### config.mk
export PLATFORM = sky130hd
export DESIGN_NAME = clock_ce
export DESIGN_NICKNAME = d
export VERILOG_FILES = /design/src/rtl/clock_ce.sv
export SDC_FILE = /design/constraint.sdc
export NUM_CORES = 1
export LEC_CHECK = 0
export ABC_CLOCK_PERIOD_IN_PS = 2300
export CAP_MARGIN = 20
export CORE_AREA = 2 2 80 82
export CTS_CLUSTER_DIAMETER = 50
export DETAILED_ROUTE_END_ITERATION = 10
export DIE_AREA = 0 0 82 84
export PLACE_DENSITY = 0.74
export REMOVE_ABC_BUFFERS = 1
export SYNTH_ARGS = -nofsm -noshare
export SYNTH_HDL_FRONTEND = slang
export SYNTH_SLANG_ARGS = --single-unit
### constraint.sdc
create_clock -name clock -period 2.3 [get_ports clock]
set_clock_uncertainty 0.1 [all_clocks]
set_input_delay 0.23 -clock clock [delete_from_list [all_inputs] [get_ports clock]]
set_output_delay 0.23 -clock clock [all_outputs]
set_load 0.05 [all_outputs]
### src/rtl/clock_ce.sv
// Clock-enable and reset sequencer: qualifies DCM lock, releases system reset,
// then emits per-channel fractional clock-enable pulses from phase accumulators.
module clock_ce #(
  parameter int unsigned CHANNELS = 2,
  parameter int unsigned ACCW     = 16,
  parameter int unsigned STABLE   = 1024,
  parameter int unsigned CW       = 11
) (
  input  logic                     clock,
  input  logic                     reset,
  input  logic                     locked,
  input  logic [CHANNELS*ACCW-1:0] inc,
  output logic                     ready,
  output logic                     rst_out,
  output logic [CHANNELS-1:0]      ce
);

  typedef enum logic [1:0] {StWait, StCount, StRun} state_e;

  localparam logic [CW-1:0] StableLast = CW'(STABLE - 1);

  state_e        state_q, state_d;
  logic [CW-1:0] cnt_q, cnt_d;
  logic          s1_q, s2_q;
  logic          lk;
  logic          run;

  assign lk  = s2_q;
  assign run = (state_q == StRun);

  always_comb begin
    state_d = state_q;
    cnt_d   = cnt_q;
    unique case (state_q)
      StWait: begin
        cnt_d = '0;
        if (lk) state_d = StCount;
      end
      StCount: begin
        if (!lk) begin
          state_d = StWait;
          cnt_d   = '0;
        end else if (cnt_q == StableLast) begin
          state_d = StRun;
        end else begin
          cnt_d = cnt_q + CW'(1);
        end
      end
      StRun: begin
        if (!lk) state_d = StWait;
      end
      default: begin
        state_d = StWait;
        cnt_d   = '0;
      end
    endcase
  end

  always_ff @(posedge clock) begin
    if (reset) begin
      s1_q    <= 1'b0;
      s2_q    <= 1'b0;
      state_q <= StWait;
      cnt_q   <= '0;
    end else begin
      s1_q    <= locked;
      s2_q    <= s1_q;
      state_q <= state_d;
      cnt_q   <= cnt_d;
    end
  end

  assign ready   = run;
  assign rst_out = ~run;

  for (genvar n = 0; n < CHANNELS; n++) begin : g_ch
    logic [ACCW-1:0] acc_q, acc_d;
    logic            ce_q, ce_d;
    logic [ACCW:0]   sum;

    assign sum = {1'b0, acc_q} + {1'b0, inc[n*ACCW +: ACCW]};

    // The RUN-exit edge still sees run=1, so one last carry pulse may coincide with ready falling.
    always_comb begin
      acc_d = '0;
      ce_d  = 1'b0;
      if (run) begin
        acc_d = sum[ACCW-1:0];
        ce_d  = sum[ACCW];
      end
    end

    always_ff @(posedge clock) begin
      if (reset) begin
        acc_q <= '0;
        ce_q  <= 1'b0;
      end else begin
        acc_q <= acc_d;
        ce_q  <= ce_d;
      end
    end

    assign ce[n] = ce_q;
  end

endmodule

Word-level counts from Yosys, hierarchy flattened. Cells that the tools add are included.

Register bits after elaboration: 49. Output and inout port bits: 4.

$add $sub $neg: 3. Equal/unequal tests: 7. Muxes and demuxes: 8. Bitwise operators: 1. Reductions and logical operators: 4.

Operators by type and width (count): 16-bit by 16-bit adder with 17-bit output (2); 11-bit 2-to-1 mux (2); 11-bit one-hot mux with 2 select lines (1); 11-bit by 1-bit adder with 11-bit output, second input constant (1); 11-bit by 10-bit equality test with 1-bit output, second input constant (1); 2-bit 2-to-1 mux (4); 3-bit != test, second input constant (2); 2-bit one-hot mux with 3 select lines (1); 2-bit != test, second input constant (2); 3-bit AND reduction (1); 2-bit by 1-bit equality test with 1-bit output, second input constant (1); 2-bit equality test, second input constant (1); 2-bit zero test (1); 2-bit AND reduction (1); 2-bit OR reduction (1); 1-bit NOT (1).

Depth between registers and ports, before layout.
Depth in word-level cells: 4. Mapped depth: 8. Gate-level depth less buffers: 8.

Worst setup path before layout. Ideal clock, no wire load.

Path kind: register -> register. Start: register g_ch[0].acc_q[0]. End: register g_ch[0].acc_q[14]. Library setup time: 0.072 ns. Arrival time: 1.920 ns. Path slack: 0.209 ns. Stages on the path, launching flop included: 9. Buffers on the path: 0. Clock period less this slack: 2.091 ns. Cells stage by stage: dfxtp_1 -> ha_1 -> fa_1 -> a21oi_1 -> o22ai_1 -> o31ai_2 -> o21ai_2 -> o31ai_2 -> mux2i_1.

Word-level cells in the longest chain between the ends: 1.

RTL lines: start: declaration (RTL line 77) `logic [ACCW-1:0] acc_q, acc_d;`; start signal: assignment (RTL line 95) `acc_q <= '0;`; start signal: assignment (RTL line 98) `acc_q <= acc_d;`; 16-bit by 16-bit adder with 17-bit output (RTL line 81) `assign sum = {1'b0, acc_q} + {1'b0, inc[n*ACCW +: ACCW]};`.

Every way passes these cells. A chain may end at the register's enable or synchronous reset.

Final worst setup path.
Start: input inc[0]. End: register g_ch[0].ce_q.

Word-level cells in the longest chain between the ends: 1.

RTL lines: start: declaration (RTL line 12) `input logic [CHANNELS*ACCW-1:0] inc,`; 16-bit by 16-bit adder with 17-bit output (RTL line 81); end signal: assignment (RTL line 96) `ce_q <= 1'b0;`; end signal: assignment (RTL line 99) `ce_q <= ce_d;`; end: declaration (RTL line 78) `logic ce_q, ce_d;`.

Every way passes these cells.

==> metrics.md <==
| Metric | Value |
|---|---|
| Status | `finished, final reports clean` |
| Worst path cell trace | `clkdlybuf4s50_1 > ha_1 > fa_2 > a21oi_2 > o22ai_2 > o31ai_4 > o21ai_2 > a221oi_1 > nor2_1` |
| Max Slew Vio Count | `0` |
| Clock root buffer | `clkbuf_8` |
| Largest buffer count on any clock path | `2` |
| CTS Buf Count | `5` |
| Port bufs | `38` |
| Hold WC Path Type | `reg -> reg` |
| Leading cell type in the layout, fill and taps excluded | `dfxtp_1` |
| Worst Path Max Fanout | `3` |
| # IOs | `39` |
| Drt wl/cell | `13.5 um` |
| Worst slew pin tran | `0.874 ns` |
| Hold_buf cts | `0` |
| ANT cells | `0` |
| Slew HR | `41.5%` |
| Sink Count | `49` |
| CP Buf/Inv Count | `1` |
| Storage cell area | `981 um^2` |
| Syn-to-layout area delta | `26.1%` |
| Die width | `82 um` |
| Layout fillers | `550` |
| Die Height | `84 um` |
| Mux contribution to synthesized area | `1.30%` |
| Seq cells post-synth | `49` |
| Avg Inst Size Synth | `8.75 um^2` |
| Worst Path Arrival | `2.31 ns` |
| Slowest Stage Delay on Critical Path | `0.40 ns` |
| Critical path class | `in -> reg` |
| Antenna Violating Nets Remaining | `0` |
| Largest delay share family, worst path | `compound AO/OA/AOI/OAI gates` |
| Max-cap violations | `0` |
| Netlist Area Pre-Place | `3080 um^2` |
| Simple-gate area share of the yosys netlist | `19.9%` |
| Worst Path Required | `2.39 ns` |
| First-pass DRT Iterations | `4` |
| Leading post-synthesis cells by cell area | `dfxtp_1, ha_1, nor2_1` |
| # rows | `29` |
| Most frequent cells in the layout | `dfxtp_1, nor2_1, clkdlybuf4s50_1` |
| Tcrit/Tclk final | `96.2%` |
| Reg clk slew, reported paths | `0.09 ns` |
| Fin. Hold Viols | `0` |
| Area leader, netlist | `dfxtp_1` |
| Fraction of layout cells with a size suffix above 1 | `13.4%` |
| DRT Wirelength | `6680 um` |
| Clock H-tree levels | `2` |
| Tmin final | `2.21 ns` |
| Via count | `2813` |
| Via-to-Cell Ratio | `5.67` |
| Overflow after GRT | `0` |
| Synth async-reset ratio | `0%` |
| CTS tree | `done` |
| Number of global-route vias before repair | `2736` |
| Peak supply drop | `0.000287 V` |
| Slowest stage cell, crit path | `clkdlybuf4s50_1` |
| Seq/Total Area, Yosys | `31.8%` |
| Starting Density | `50.5%` |
| RePlAce Congestion | `0.844` |
| Largest family of logic cells by synthesized area | `compound AO/OA/AOI/OAI gates` |
| Fmax | `452 MHz` |
| Largest net degree at the start of global routing | `24` |
| Synth Area in Adders | `14.7%` |
| Multi-input logic area | `2040 um^2` |
| Die area | `6890 um^2` |
| Crit. End Element | `register` |
| Startpoint types | `input port` |
| Pre-CTS setup slack | `-0.388 ns` |
| Core Util, Final | `63.7%` |
| Clk_lat worst skew | `0.30 ns` |
| DR DRC count | `0` |
| Static Leakage | `0.00166 uW` |
| Synth warnings | `0` |
| Post-Syn Instances | `352` |
| Power Density | `431 nW/um^2` |
| Layout Nets | `488` |
| Synth Area in XOR/XNOR | `5.40%` |
| Distinct cells, synth | `62` |
| Gr usage total | `20.9%` |
| Most used DFF post-synth | `dfxtp_1` |
| Synth top area share | `31.8%` |
| Initial drt markers | `82` |
| First-pass GRT wire length | `11600 um` |
| Compound-cell area share of the yosys netlist | `24.2%` |
| Number of synthesized flops with an enable pin | `0` |
| Setup violators final | `0` |
| Setup WS post-layout | `0.0865 ns` |
| Hpwl dp | `5080 um` |
| CORE AREA | `6100 um^2` |
| Antenna violations before repair | `0` |
| RSZ-0062 raised after global routing | `no` |
-- logic make-up (layout without fill, tap and decap cells) --
| family | count (synthesis) | in the layout |
|---|---|---|
| muxes | 4 | 4 |
| DFF | 49 | 49 |
| buffers and inverters | 18 | 85 |
| AOI/OAI and AO/OA | 108 | 108 |
| xor gates and xnor gates | 19 | 19 |
| adders and majority gates | 35 | 35 |
| and+or+nand+nor | 119 | 119 |
-- layer usage --
metal  vias up  GRT usage [%]  part of all wire (%)
met5         -              0                     0
met4         0           6.97                  0.42
met3         2           4.87                   4.6
met2        59           35.5                    50
met1      1330           25.6                    45
li1       1422              -                     -
-- flip-flops by register name, indices dropped and copies added, names as in the netlist --
| signal | count |
|---|---|
| g_ch.acc_q | 32 |
| cnt_q | 11 |
| state_q | 2 |
| s1_q | 1 |
| lk | 1 |
| g_ch.ce_q | 2 |
-- stage by stage --
step	power (uW)	setup TNS (ns)	std cells	instance area (um^2)	hold WS (ns)
2_1_floorplan	952	-4.44	343	3040	0.195
6_report	1680	0	496	3880	0.339
3_3_place_gp	1050	-1.36	486	3730	0.322
5_1_grt	1750	0	496	3880	0.367
3_5_place_dp	1050	-2.21	486	3730	0.324
4_1_cts	1700	0	496	3870	0.342
-- cell usage after synthesis, drive strengths merged, types with 2 or more instances --
library cell  count
clkbuf            4
xor2              6
o21a              9
a41oi             3
a221oi            2
nand4b            2
a21boi            2
inv               9
nor2b             6
o21bai            3
or4               2
and2              5
ha               33
o211ai            2
a31oi             5
dfxtp            49
nand2            16
a21oi            26
nor3b             2
fa                2
and3              5
nand3             9
buf               5
a21o             12
nand4             5
o21ai            24
xnor2            13
nor3             10
nand2b            8
o31ai             3
a211oi            5
mux2i             4
o22ai             2
or3               5
nor2             39
-- cell type report --
cell class                 count  area share (%)
timing repair buffer          68            15.8
multi-input combinational    285            52.6
inverter                       9           0.870
sequential                    49            25.2
tap                           77            2.48
clock inverter                 1           0.773
clock buffer                   7            2.22
-- report_power, final --
| part | internal, uW | total, uW | switching (uW) |
|---|---|---|---|
| registers | 850 | 851 | 0.991 |
| logic | 108 | 185 | 77.4 |
| clock network | 355 | 639 | 284 |
-- timing repair --
item	4_1_cts	5_1_grt
resized for setup	1	3
pin swaps	1	2
setup buffers	2	0
setup endpoints to repair	3	4
-- worst paths after layout --
check	cells past startpoint	slack (ns)	to	from
worst max-delay path	9	0.09	g_ch[0].ce_q	inc[0]
worst min register to register	1	0.34	cnt_q[10]	cnt_q[10]
worst min-delay path	1	0.34	cnt_q[10]	cnt_q[10]
worst max register to register	8	0.13	g_ch[0].ce_q	g_ch[0].acc_q[0]
No activity file was read; power rests on OpenSTA's default activity.
==> patch 1 (same flow settings) <==
`STABLE`: 1024 -> 768.
--- a/src/rtl/clock_ce.sv
+++ b/src/rtl/clock_ce.sv
@@ -3,7 +3,7 @@
 module clock_ce #(
   parameter int unsigned CHANNELS = 2,
   parameter int unsigned ACCW     = 16,
-  parameter int unsigned STABLE   = 1024,
+  parameter int unsigned STABLE   = 768,
   parameter int unsigned CW       = 11
 ) (
   input  logic                     clock,
Behaviour: no difference found for any inputs over 10 cycles, from zero or initial values and one cycle with reset high; that may be too few to reach the edited logic, so the function may still have changed.
==> patch 1 against the original RTL <==
- sequential cell count stayed put
- total power is 2.6% lower
- area after synthesis is 1.3% lower
- cell area is 4.2% lower
- non-clock buffer count is 13 lower
- sequential power hardly changed
- global-route usage is 1.0 points lower
- cell count is 3.4% lower
- wire length is 6.3% lower
- count of clock-buffer cells in the layout is 2 lower
- clock power is 4.2% lower
- worst setup slack better by 0.019 ns
- critical path type unchanged
- largest cell class unchanged
- largest power group unchanged
==> patch 1: results (changes against the original RTL) <==
* Status: completed
* Drc violations at 0 (unchanged)
* Global-route wire length before repair at 11100 um (-3.7%)
* VDD IR max at 0.000242 V (-16%)
* N_diodes at 0 (unchanged)
* Async SR Flop Fraction at 0 (unchanged)
* Slowest CP cell: clkdlybuf4s50_1
* Max Buffers Root-to-Sink at 2 (unchanged)
* HPWL after DPL at 4850 um (-4.4%)
* Post-cts hold buffer count at 0 (unchanged)
* Worst-path maximum fanout at 4 (+1)
* Worst path max stage delay at 0.41 ns
* Postcts setup bufs at 0 (-2)
* Share of post-route cells with drive strength above 1 at 0.109 (-0.0242)
* Clock-pin transition on the worst setup and hold timing paths at 0.09 ns (about the same)
* Worst skew pair latency at 0.31 ns
* Global Route Usage Sum at 0.199 (-0.0105)
* Top post-synthesis cells by area: dfxtp_1 32%, ha_1 14%, a21oi_1 4.9%, nor2_1 4.2%, o21ai_0 3.6%
* Synth top cells by count: 49 x dfxtp_1, 34 x nor2_1, 33 x ha_1, 30 x a21oi_1, 22 x o21ai_0
* CP arrival at 2.26 ns (-0.05 ns)
* Root Buffer: clkbuf_8
* TritonRoute pass-1 iters at 4 (unchanged)
* Synth Warn # at 0 (unchanged)
* Hold/Removal Path Class: reg -> reg
* Placement Cell Area at 3600 um2 (-3.5%)
* Largest net degree at the start of global routing at 15 (-38%)
* Final setup vio count at 0 (unchanged)
* Slew HR at 0.647 (+0.232)
* Routed WL per cell at 13.1 um (-3.0%)
* Top Registers: g_ch.acc_q (32), cnt_q (11)
* Crit-path leading delay family: compound AO/OA/AOI/OAI gates
* Iteration-0 DRC Markers at 77 (-6.1%)
* Vias at 2703 (-3.9%)
* Total CTS buffers at 5 (unchanged)
* GPL Wtd Cong at 0.836 (-1.0%)
* H-tree Lvls at 2 (unchanged)
* Initial antenna violation count at 0 (unchanged)
* Maxcap violations at 0 (unchanged)
* Biggest register: g_ch.acc_q
* Nets at 472 (-3.3%)
* IO Port Bufs at 38 (unchanged)
* Seq/Total Area, Yosys at 0.323 (+0.00433)
* LEAKAGE at 1.63 nW (-1.9%)
* Yosys cell types at 57 (-8.1%)
-- patch 1: what timing repair did --
item	4_1_cts	5_1_grt
setup endpoints to repair	1	4
pin swaps	0	2
gates resized for setup	1	5
-- patch 1: cells by family (layout without fill, tap and decap cells) --
family	count (synthesis)	in the layout	share of synthesized area
compound gates	104	104	0.228
flops	49	49	0.323
fa+ha+maj	35	35	0.149
xor+xnor	13	13	0.0375
simple gates	126	126	0.222
mux	5	5	0.0165
buf+inv	17	70	0.0239
-- patch 1: final timing paths --
path                       end              from  slack [ns]  cells after the start
min reg2reg                 lk              s1_q        0.36                      1
max reg2reg  g_ch[0].acc_q[12]  g_ch[0].acc_q[0]        0.18                      8
max          g_ch[0].acc_q[12]            inc[0]        0.11                      9
min                         lk              s1_q        0.36                      1
-- patch 1: through the flow --
step | instances | setup slack [ns] | setup TNS [ns]
3_3_place_gp | 472 | -0.272 | -2.07
5_1_grt | 479 | 0.0414 | 0
6_report | 479 | 0.106 | 0
4_1_cts | 479 | 0.0187 | 0
2_1_floorplan | 340 | 0.0685 | 0
3_5_place_dp | 472 | -0.394 | -2.94
-- patch 1: power by group --
part	total (mW)	switching, mW	internal, mW	leakage, nW
sequential	0.851	0.00111	0.850	0.395
clock	0.612	0.295	0.317	0.0540
combinational	0.169	0.0715	0.0973	1.18
-- patch 1: area by class of cell --
type                       instances  area (um2)
fill                             571        2370
multi-input combinational        283        2000
sequential                        49         981
timing repair buffer              55         508
tap                               77        96.3
clock buffer                       5        68.8
clock inverter                     2        35.0
inverter                           8        30.0
-- patch 1: layer usage --
layer | up-vias | part of all wire | global-route usage
li1 | 1386 | - | -
met5 | - | 0 | 0
met1 | 1258 | 0.47 | 0.263
met2 | 53 | 0.48 | 0.319
met4 | 0 | 0.011 | 0.0652
met3 | 6 | 0.037 | 0.0400
==> patch 2 (config.mk and constraints unchanged) <==
Made on the original files. Encoding of `state_e`: now one-hot (3 bits for 3 states).
--- a/src/rtl/clock_ce.sv
+++ b/src/rtl/clock_ce.sv
@@ -15,7 +15,7 @@
   output logic [CHANNELS-1:0]      ce
 );
 
-  typedef enum logic [1:0] {StWait, StCount, StRun} state_e;
+  typedef enum logic [2:0] {StWait = 3'b001, StCount = 3'b010, StRun = 3'b100} state_e;
 
   localparam logic [CW-1:0] StableLast = CW'(STABLE - 1);
 
Check against the original RTL: no difference found for any inputs over 10 cycles, from zero or initial values and one cycle with reset high; not proved beyond that.
==> patch 2 against the original RTL <==
- area after synthesis grew 7.1%
- worst hold slack is essentially flat
- die area is the same
- sequential power grew 2%
- wire length grew 7.0%
- total power shrank 4.6%
- cell area grew 2.7%
- worst setup slack gained 0.040 ns
- sequential cell count grew 1
- sequential share of layout area shrank 0.16 points
- cell count grew 4.8%
==> patch 2: results (changes against the original RTL) <==
* Top Registers: g_ch.acc_q (32), cnt_q (11), state_q (3)
* Worst path max stage delay at 0.43 ns (+0.03 ns)
* Largest net degree at the start of global routing at 19 (-21%)
* HPWL after DPL at 5510 um (+8.5%)
* Count leader, synth: dfxtp_1
* Synth top cells by count: 50 x dfxtp_1, 40 x nor2_1, 33 x ha_1, 31 x a21oi_1, 22 x o21ai_0
* Placement Cell Area at 3890 um2 (+4.4%)
* Share of post-route cells with drive strength above 1 at 0.0993 (-0.0343)
* Vias in the first global route at 2805 (+2.5%)
* Routed WL at 7150 um (+7.0%)
* Layout fillers at 531 (-3.5%)
* GPL Wtd Cong at 0.828 (-1.9%)
* Top post-synthesis cells by area: dfxtp_1 30%, ha_1 13%, a21oi_1 4.7%, nor2_1 4.6%, xor2_1 3.5%
* Status: completed
* Slowest CP cell: clkdlybuf4s50_1
* TritonRoute pass-1 iters at 4 (unchanged)
* Average vias per placed instance at 5.81 (+2.5%)
* VDD IR max at 0.000287 V (-0.16%)
* Iteration-0 DRC Markers at 92 (+12%)
* Worst-path maximum fanout at 5 (+2)
* Nets at 512 (+4.9%)
* Root Buffer: clkbuf_8
* P_sw at 0.383 mW (+5.7%)
* Global Route Usage Sum at 0.216 (+0.00687)
* Place WS at -0.189 ns (+0.199 ns)
* Yosys cell types at 59 (-4.8%)
* Global-route wire length before repair at 12000 um (+3.8%)
* LEAKAGE at 1.65 nW (-0.62%)
* Seq/Total Area, Yosys at 0.303 (-0.0151)
patch 2: cell types whose count changed in the layout (fill, tap and decap cells not counted), moves of 4 or more:
cell,delta
nand2b_1,-6
buf_4,-5
a21oi_1,+8
a211oi_1,+8
xor2_1,+7
nand3_1,+6
nand2_1,+5
xnor2_1,-4
o21ai_0,+4
o21a_1,-4
patch 2: final cells by class:
type                    instances  area (um2)  share of cell area
well taps                      77        96.3              0.0242
flip-flops and latches         50        1000               0.251
clock inverters                 2        12.5             0.00314
repair buffers                 62         557               0.140
inverters                      11        46.3              0.0116
clock buffers                   6        82.6              0.0207
multi-input cells             312        2190               0.550
patch 2: timing repair:
action                     4_1_cts  5_1_grt
setup buffers                    0        0
pin swaps                        0        1
resized for setup                1        0
setup endpoints to repair        1        2
patch 2: path summary, 6_finish.rpt:
check	from	endpoint	slack, ns	depth (start not counted)
worst max-delay path	inc[16]	g_ch[1].acc_q[12]	0.13	8
worst min-delay path	lk	state_q[0]	0.34	1
worst max register to register	g_ch[0].acc_q[0]	g_ch[0].acc_q[12]	0.21	7
worst min register to register	lk	state_q[0]	0.34	1
patch 2: power groups by stage:
stage	Clock [mW]	Combinational, mW	Sequential (mW)
global placement	0	0.183	0.889
global route	0.595	0.206	0.870
detailed placement	0	0.186	0.890
finish	0.542	0.187	0.869
floorplan	0	0.0860	0.889
CTS	0.568	0.187	0.869
patch 2: stage by stage:
step	std cells	util	setup TNS, ns
after floorplan	373	-	0
after global placement	512	0.639	-0.844
after detailed placement	512	0.639	-1.35
after CTS	520	0.654	0
after global routing	520	0.654	0
final	520	0.654	0
patch 2: cells by family (layout without fill, tap and decap cells):
group                      after synthesis  after routing  synth area share
AOI/OAI and AO/OA                      122            122             0.254
xor gates and xnor gates                22             22            0.0584
adders and majority gates               35             35             0.137
buffers and inverters                   20             81            0.0319
DFF                                     50             50             0.303
muxes                                    5              5            0.0155
and+or+nand+nor                        128            128             0.200
patch 2: routing by layer:
metal / track usage / wire [um]
met5: 0 / 0
met4: 0.0682 / 78
met3: 0.0292 / 240
met2: 0.353 / 3350
met1: 0.291 / 3480
